## config.mk

```make
export PLATFORM = sky130hd
export DESIGN_NAME = alu_arbiter
export DESIGN_NICKNAME = d
export VERILOG_FILES = /design/src/rtl/alu_pkg.sv /design/src/rtl/alu_arbiter_rr.sv /design/src/rtl/alu_arbiter.sv
export SDC_FILE = /design/constraint.sdc
export NUM_CORES = 1
export LEC_CHECK = 0
export CORE_UTILIZATION = 39
export DETAILED_ROUTE_END_ITERATION = 12
export HOLD_SLACK_MARGIN = 0.06
export PLACE_DENSITY_LB_ADDON = 0.2
export SKIP_CTS_REPAIR_TIMING = 1
export SLEW_MARGIN = 25
export SYNTH_ARGS = -nofsm -noshare
export SYNTH_HDL_FRONTEND = slang
export SYNTH_SLANG_ARGS = --single-unit
```

## constraint.sdc

```tcl
create_clock -name clk -period 2 [get_ports clk]
set_clock_uncertainty 0.05 [all_clocks]
set_input_delay 0.6 -clock clk [delete_from_list [all_inputs] [get_ports clk]]
set_output_delay 0.6 -clock clk [all_outputs]
set_load 0.1 [all_outputs]
```

## src/rtl/alu_pkg.sv

```systemverilog
// Shared opcode, flag and request definitions for the ALU arbiter.
package alu_pkg;

    localparam logic [3:0] OP_NOP = 4'b0000;
    localparam logic [3:0] OP_ADD = 4'b0001;
    localparam logic [3:0] OP_SUB = 4'b0010;
    localparam logic [3:0] OP_LSL = 4'b0011;
    localparam logic [3:0] OP_LSR = 4'b0100;
    localparam logic [3:0] OP_ROL = 4'b0101;
    localparam logic [3:0] OP_ROR = 4'b0110;
    localparam logic [3:0] OP_AND = 4'b0111;
    localparam logic [3:0] OP_OR  = 4'b1000;
    localparam logic [3:0] OP_XOR = 4'b1001;
    localparam logic [3:0] OP_NOT = 4'b1010;

    // Flag vector layout {C,N,Z}
    localparam int FLG_C = 2;
    localparam int FLG_N = 1;
    localparam int FLG_Z = 0;

    // Flags reported for an undefined opcode: only Z set
    localparam logic [2:0] ERR_FLAGS = 3'(1 << FLG_Z);

    // One ALU operation as held in the issue stage
    typedef struct packed {
        logic [3:0] op;
        logic [7:0] a;
        logic [7:0] b;
        logic       cin;
    } alu_req_t;

    // Defined opcodes are the contiguous range ADD..NOT; NOP and 1011..1111 are errors
    function automatic logic op_defined(input logic [3:0] op);
        return (op >= OP_ADD) && (op <= OP_NOT);
    endfunction

endpackage

```

## src/rtl/alu_arbiter_rr.sv

```systemverilog
// Combinational round-robin picker: first set request at or above ptr, wrapping.
module rr_arbiter #(
    parameter int NREQ = 2,
    parameter int IDW  = (NREQ > 1) ? $clog2(NREQ) : 1
) (
    input  logic [NREQ-1:0] req,
    input  logic [IDW-1:0]  ptr,
    output logic [NREQ-1:0] grant,
    output logic [IDW-1:0]  idx
);

    logic found;
    int   pos;

    // Scan offsets 0..NREQ-1 from ptr; the first hit wins and blocks the rest
    always_comb begin
        grant = '0;
        idx   = '0;
        found = 1'b0;
        pos   = 0;
        for (int k = 0; k < NREQ; k++) begin
            pos = int'(ptr) + k;
            if (pos >= NREQ) pos = pos - NREQ;
            for (int i = 0; i < NREQ; i++) begin
                if (!found && (i == pos) && req[i]) begin
                    found    = 1'b1;
                    grant[i] = 1'b1;
                    idx      = IDW'(i);
                end
            end
        end
    end

endmodule

```

## src/rtl/alu_arbiter.sv

```systemverilog
// Shares one combinational 8-bit ALU among NREQ requesters through a
// two-stage (ISSUE -> RSP) pipeline with round-robin arbitration and a
// backpressured response channel tagged with the requester id.
module alu_arbiter
    import alu_pkg::*;
#(
    parameter int NREQ = 2,
    parameter int IDW  = (NREQ > 1) ? $clog2(NREQ) : 1
) (
    input  logic                 clk,
    input  logic                 rst_n,
    input  logic [NREQ-1:0]      req_valid,
    output logic [NREQ-1:0]      req_ready,
    input  logic [NREQ*4-1:0]    req_op,
    input  logic [NREQ*8-1:0]    req_a,
    input  logic [NREQ*8-1:0]    req_b,
    input  logic [NREQ-1:0]      req_cin,
    output logic [3:0]           alu_op_o,
    output logic [7:0]           alu_a_o,
    output logic [7:0]           alu_b_o,
    output logic                 alu_cin_o,
    input  logic [7:0]           alu_out_i,
    input  logic [2:0]           alu_flags_i,
    output logic                 rsp_valid,
    input  logic                 rsp_ready,
    output logic [IDW-1:0]       rsp_id,
    output logic [7:0]           rsp_out,
    output logic [2:0]           rsp_flags,
    output logic                 rsp_err,
    output logic                 busy
);

    logic            issue_v;
    alu_req_t        issue;
    logic [IDW-1:0]  issue_id;
    logic            rsp_v;
    logic [IDW-1:0]  rr_ptr;
    logic [IDW-1:0]  rr_next;

    logic [NREQ-1:0] grant;
    logic [IDW-1:0]  grant_idx;
    alu_req_t        sel;
    logic            rsp_adv;
    logic            can_accept;
    logic            accept;

    rr_arbiter #(.NREQ(NREQ), .IDW(IDW)) u_rr (
        .req   (req_valid),
        .ptr   (rr_ptr),
        .grant (grant),
        .idx   (grant_idx)
    );

    // The issue entry moves on when RSP is empty or draining; a slot frees up
    // in the same cycle, so back-to-back issue runs at one op per cycle.
    assign rsp_adv    = issue_v & (~rsp_v | rsp_ready);
    assign can_accept = ~issue_v | rsp_adv;

    // rst_n gates ready so it drops the instant reset is asserted
    assign req_ready  = grant & {NREQ{can_accept & rst_n}};
    assign accept     = |req_ready;

    // Pointer moves just past the winner so it has lowest priority next time
    assign rr_next = (grant_idx == IDW'(NREQ - 1)) ? '0 : grant_idx + IDW'(1);

    // One-hot mux of the granted requester's operation fields
    always_comb begin
        sel = '0;
        for (int i = 0; i < NREQ; i++) begin
            if (grant[i]) begin
                sel.op  = req_op[4*i +: 4];
                sel.a   = req_a[8*i +: 8];
                sel.b   = req_b[8*i +: 8];
                sel.cin = req_cin[i];
            end
        end
    end

    // ISSUE stage and round-robin pointer
    always_ff @(posedge clk or negedge rst_n) begin
        if (!rst_n) begin
            issue_v  <= 1'b0;
            issue    <= '0;
            issue_id <= '0;
            rr_ptr   <= '0;
        end else if (accept) begin
            issue_v  <= 1'b1;
            issue    <= sel;
            issue_id <= grant_idx;
            rr_ptr   <= rr_next;
        end else if (rsp_adv) begin
            issue_v  <= 1'b0;
        end
    end

    // RSP stage: capture the ALU result, or the fixed error pattern for undefined ops
    always_ff @(posedge clk or negedge rst_n) begin
        if (!rst_n) begin
            rsp_v     <= 1'b0;
            rsp_id    <= '0;
            rsp_out   <= '0;
            rsp_flags <= '0;
            rsp_err   <= 1'b0;
        end else if (rsp_adv) begin
            rsp_v  <= 1'b1;
            rsp_id <= issue_id;
            if (op_defined(issue.op)) begin
                rsp_out   <= alu_out_i;
                rsp_flags <= alu_flags_i;
                rsp_err   <= 1'b0;
            end else begin
                rsp_out   <= 8'h00;
                rsp_flags <= ERR_FLAGS;
                rsp_err   <= 1'b1;
            end
        end else if (rsp_v && rsp_ready) begin
            rsp_v <= 1'b0;
        end
    end

    assign alu_op_o  = issue.op;
    assign alu_a_o   = issue.a;
    assign alu_b_o   = issue.b;
    assign alu_cin_o = issue.cin;
    assign rsp_valid = rsp_v;
    assign busy      = issue_v | rsp_v;

endmodule

```

==> results.toml, run 1 <==
[outcome]
violations = "DRC"
status = "finished with violations"

[place]
placed_cell_area_sq_um = 3306
dp_slack_ns = -0.3199
io_buffers = 95
dp_hpwl_um = 4170
gp_congestion = 0.7664

[worst_setup_path]
path_max_fanout = 3
r2r.worst_path.cells = 3
critPathCaptureType = "output pin"
cp.required_ns = 1.35
path_class = "register to output pin"
critPathLaunchType = "register"
arrival_ns = 1.30

[floorplanning]
die_w_um = 70.93
coreArea_sq_um = 4474
die_area_sq_um = 5031
initial_core_util_pct = 41.41
row_count = 24
die_height_um = 70.93
io_pins = 96

[finish]
most-common-layout-cells = "clkdlybuf4s50_1 (53), buf_12 (38), dfrtp_1 (36), a32oi_1 (21), o2bb2ai_2 (18)"
areaGrowthSynthToFinish_pct = 84.00
final_common_cell = "clkdlybuf4s50_1"
n_antenna_cell = 0
num-nets-final = 303
fin_area_sq_um = 3410
fin_util_pct = 76.20
drive_above_1_share_pct = 37.80

[drt]
dr_total_vias = 1706
dr.pass1.iters = 8
drc = 14
via_per_inst = 5.725
ant_nets = 0
drt-initial-drc-count = 89
routed_wl_um = 5685
wl_per_cell_um = 19.08

[clock_network]
cts_buffers = 5
clockBufferDepth = 2
ctsRootBufferMaster = "clkbuf_8"
h-tree-depth = 2
clock_sinks = 38
cts.reportedPaths.clkPinSlew_ns = 0.08
clk-insertion-delay-late_ns = 0.29
cts_tree = "built"

[synth]
synth-edff-count = 0
seq_area_frac_synth_pct = 51.32
yosysWarnings = 0
synth-main-ff-cell = "dfrtp_1"
syn_nets = 199
synth.distinct_cells = 25
avgSynthCellArea_sq_um = 13.14
synthArstFlopShare_pct = 100.0
synth_seq_cells = 38
synth_area_sq_um = 1853
synthCells = 141

[sta]
rsz0062_at_grt = "no"
min_period_over_period_pct = 97.68
setup_violations = 0
setup_slack_ns = 0.04649
slew_headroom_pct = 56.17
final_hold_viol_count = 0
tns_ns = 0
tightest_slew_ns = 0.6575
max_freq_mhz = 511.9
period_needed_ns = 1.954
slew_violations = 0

[global_route]
antenna_found_initial = 0
grt_pass1_wl_um = 9356
track_usage_pct = 24.33
grt_pass1_vias = 1910
grt_max_degree = 31
grt_overflow = 0

[power_and_ir_drop]
p_per_area_nw_per_um2 = 1338
leakage_nw = 1.453
irDropWorstVdd_uv = 1126
power_mw = 4.563

[flow_run]
maxCapViolations = 0

[hold_path]
min_path_type = "input pin to asynchronous set/reset pin"
-- final cells by class --
| type | instances | area (sq um) |
|---|---|---|
| Tap cell | 52 | 65.06 |
| Timing Repair Buffer | 112 | 1454 |
| Fill cell | 289 | 1065 |
| Inverter | 1 | 3.754 |
| Clock buffer | 7 | 86.33 |
| Clock inverter | 1 | 5.005 |
| Sequential cell | 38 | 955.9 |
| Multi-Input combinational cell | 87 | 839.6 |
-- logic make-up after synthesis --
logic type	count (synthesis)	synth area share [%]
AOI/OAI and AO/OA	63	35.25
buffers and inverters	16	5.536
DFF	38	51.32
muxes	1	0.6077
and+or+nand+nor	23	7.292
-- cells in the mapped netlist (2+ instances only) --
master / count / area, sq um
a22o_1: 10 / 87.58
a21oi_1: 3 / 15.01
buf_6: 3 / 33.78
o2bb2ai_1: 4 / 35.03
clkbuf_1: 2 / 7.510
and3_1: 11 / 68.82
nand2b_1: 3 / 18.77
a41oi_1: 2 / 17.52
nand2_1: 4 / 15.01
o2bb2ai_2: 18 / 270.3
a32oi_1: 21 / 183.9
buf_4: 3 / 22.52
dfrtp_1: 38 / 950.9
a31oi_1: 2 / 12.51
buf_2: 7 / 35.03
-- per-stage QoR --
step                hold WS, ns  cells
floorplan                0.2544    141
global route             0.2583    298
finish                   0.2519    298
global placement         0.4429    289
CTS                      0.2488    297
detailed placement       0.4242    289
-- path summary, 6_finish.rpt --
check | slack (ns) | start | endpoint
hold reg to reg | 0.44 | issue_id$_DFFE_PN0P_ | issue_id$_DFFE_PN0P_
min in group clk | 0.44 | issue_id$_DFFE_PN0P_ | issue_id$_DFFE_PN0P_
max in group asynchronous | 1.25 | rst_n | rsp_valid$_DFFE_PN0P_
hold / removal | 0.25 | rst_n | alu_a_o[7]$_DFFE_PN0P_
setup reg to reg | 0.41 | alu_op_o[1]$_DFFE_PN0P_ | rsp_flags[0]$_DFFE_PN0P_
setup / recovery | 0.05 | rsp_valid$_DFFE_PN0P_ | busy
-- registers in the layout, summed over array words and instances, names as in the netlist --
| register | flops |
|---|---|
| alu_a_o | 8 |
| alu_b_o | 8 |
| alu_cin_o | 1 |
| alu_op_o | 4 |
| issue_id | 1 |
| issue_v | 1 |
| rr_ptr | 1 |
| rsp_err | 1 |
| rsp_flags | 3 |
| rsp_id | 1 |
| rsp_out | 8 |
| rsp_valid | 1 |
-- where the power goes --
group / switching, mW / internal (mW) / total (mW)
sequential: 0.254 / 0.960 / 1.21
combinational: 1.75 / 1.05 / 2.80
clock: 0.272 / 0.278 / 0.550
total: 2.28 / 2.29 / 4.56
-- worst max-delay path: stages (launching register included) --
cell and delay [ns]:
dfrtp_4 0.50, or2_2 0.33, buf_12 0.18
-- metal layers --
layer	GRT usage (%)	wire length, um	share of wire, %
met3	7.407	386	6.8
met1	27.83	2240	39
met5	0	0	0
met4	7.556	100	1.8
met2	43.59	2958	52
(Power assumes the default switching activity.)
==> run 2, diff against run 1 <==
- CAP_MARGIN: default -> 10
- CORE_MARGIN: default -> 8
==> results.toml, run 2 (same netlist as run 1, synthesis figures left out) <==
[worst_setup_path]
arrival_ns = 1.29
critPathMaxStageDelay_ns = 0.51
critPathLaunchType = "register"
path_class = "register to output pin"
slowest_stage = "dfrtp_4"
cp.required_ns = 1.35
cp_cell_sequence = "or2_2 > buf_12"
path_max_fanout = 4
critPathCaptureType = "output pin"

[drt]
drt-initial-drc-count = 68
drc = 0
wl_per_cell_um = 21.02
via_per_inst = 5.667
dr_total_vias = 1700
dr.pass1.iters = 5
ant_nets = 0
routed_wl_um = 6307

[power_and_ir_drop]
p_per_area_nw_per_um2 = 1338
irDropWorstVdd_uv = 978.8
power_mw = 4.549
leakage_nw = 1.443

[sta]
slew_headroom_pct = 32.02
tightest_slew_ns = 1.020
final_hold_viol_count = 0
setup_violations = 0
max_freq_mhz = 514.2
min_period_over_period_pct = 97.24
period_needed_ns = 1.945
rsz0062_at_grt = "no"
slew_violations = 0

[clock_network]
clock_sinks = 38
cts_tree = "built"
ctsRootBufferMaster = "clkbuf_8"
clk-insertion-delay-late_ns = 0.28
cts.reportedPaths.clkPinSlew_ns = 0.07
h-tree-depth = 2
cts_buffers = 5
clockBufferDepth = 2

[finish]
num-nets-final = 303
fin_area_sq_um = 3401
n_antenna_cell = 0
areaGrowthSynthToFinish_pct = 83.52
fin_util_pct = 72.97
most-common-layout-cells = "clkdlybuf4s50_1 (53), buf_12 (38), dfrtp_1 (36), a32oi_1 (21), o2bb2ai_2 (18)"
final_common_cell = "clkdlybuf4s50_1"
drive_above_1_share_pct = 37.80
final_cells = 300

[global_route]
grt_pass1_wl_um = 10340
antenna_found_initial = 0
grt_overflow = 0
grt_pass1_vias = 1920
grt_max_degree = 25
track_usage_pct = 17.95

[floorplanning]
die_area_sq_um = 7213
io_pins = 96
row_count = 25
initial_core_util_pct = 39.76
die_w_um = 84.93
coreArea_sq_um = 4661
die_height_um = 84.93

[place]
dp_hpwl_um = 4999
gp_congestion = 0.7222
placed_cell_area_sq_um = 3308
io_buffers = 95
dp.cells = 291

[outcome]
status = "completed"

[hold_path]
min_path_type = "input pin to asynchronous set/reset pin"

[flow_run]
maxCapViolations = 0
-- run 2: path summary, 6_finish.rpt --
| check | startpoint | end | slack (ns) | cells after the start |
|---|---|---|---|---|
| setup / recovery | rsp_valid$_DFFE_PN0P_ | busy | 0.06 | 2 |
| hold / removal | rst_n | alu_b_o[6]$_DFFE_PN0P_ | 0.11 | 1 |
| setup reg to reg | alu_op_o[1]$_DFFE_PN0P_ | rsp_flags[0]$_DFFE_PN0P_ | 0.12 | 3 |
| hold reg to reg | issue_id$_DFFE_PN0P_ | issue_id$_DFFE_PN0P_ | 0.48 | 1 |
| max in group asynchronous | rst_n | alu_a_o[7]$_DFFE_PN0P_ | 0.97 | 3 |
| min in group clk | issue_id$_DFFE_PN0P_ | issue_id$_DFFE_PN0P_ | 0.48 | 1 |
-- run 2: where the power goes --
part	switching, mW	internal [mW]
registers	0.253	0.961
logic	1.76	1.05
clock network	0.256	0.278
total	2.26	2.28
-- run 2: stage by stage --
stage	setup slack [ns]	hold WS [ns]	setup TNS (ns)
5_1_grt	0.01502	0.09867	0
6_report	0.05529	0.1106	0
2_1_floorplan	-0.1323	0.2544	-0.1801
3_3_place_gp	-0.3417	0.3995	-0.7448
4_1_cts	-0.3629	0.1030	-0.7015
3_5_place_dp	-0.3512	0.4096	-0.8869
-- run 2: layout make-up --
type / count / area (sq um)
clock buffer: 7 / 86.33
clock inverter: 1 / 5.005
fill: 321 / 1260
inverter: 1 / 3.754
multi-input combinational: 87 / 835.8
sequential: 38 / 955.9
tap: 54 / 67.56
timing repair buffer: 112 / 1446
-- run 2: per-layer routing --
| metal | vias up | part of all wire, % | routed length [um] | GRT usage, % |
|---|---|---|---|---|
| met1 | 847 | 40 | 2517 | 19.79 |
| met3 | 5 | 7.3 | 462 | 6.274 |
| li1 | 781 | - | - | - |
| met2 | 67 | 52 | 3279 | 31.85 |
| met4 | 0 | 0.76 | 48 | 4.854 |
| met5 | - | 0 | 0 | 0 |
-- run 2: worst max-delay path: cells and delay by family, from the launching register on --
kind / cells / cell delay, ns
and+or+nand+nor: 1 / 0.33
buffers and inverters: 1 / 0.17
DFF: 1 / 0.51
==> run 3, diff against run 2 <==
- HOLD_SLACK_MARGIN: 0.06 -> 0.02
==> results of run 3 <==
Same layout as run 2: the final DEF is identical, and so are final timing and power.
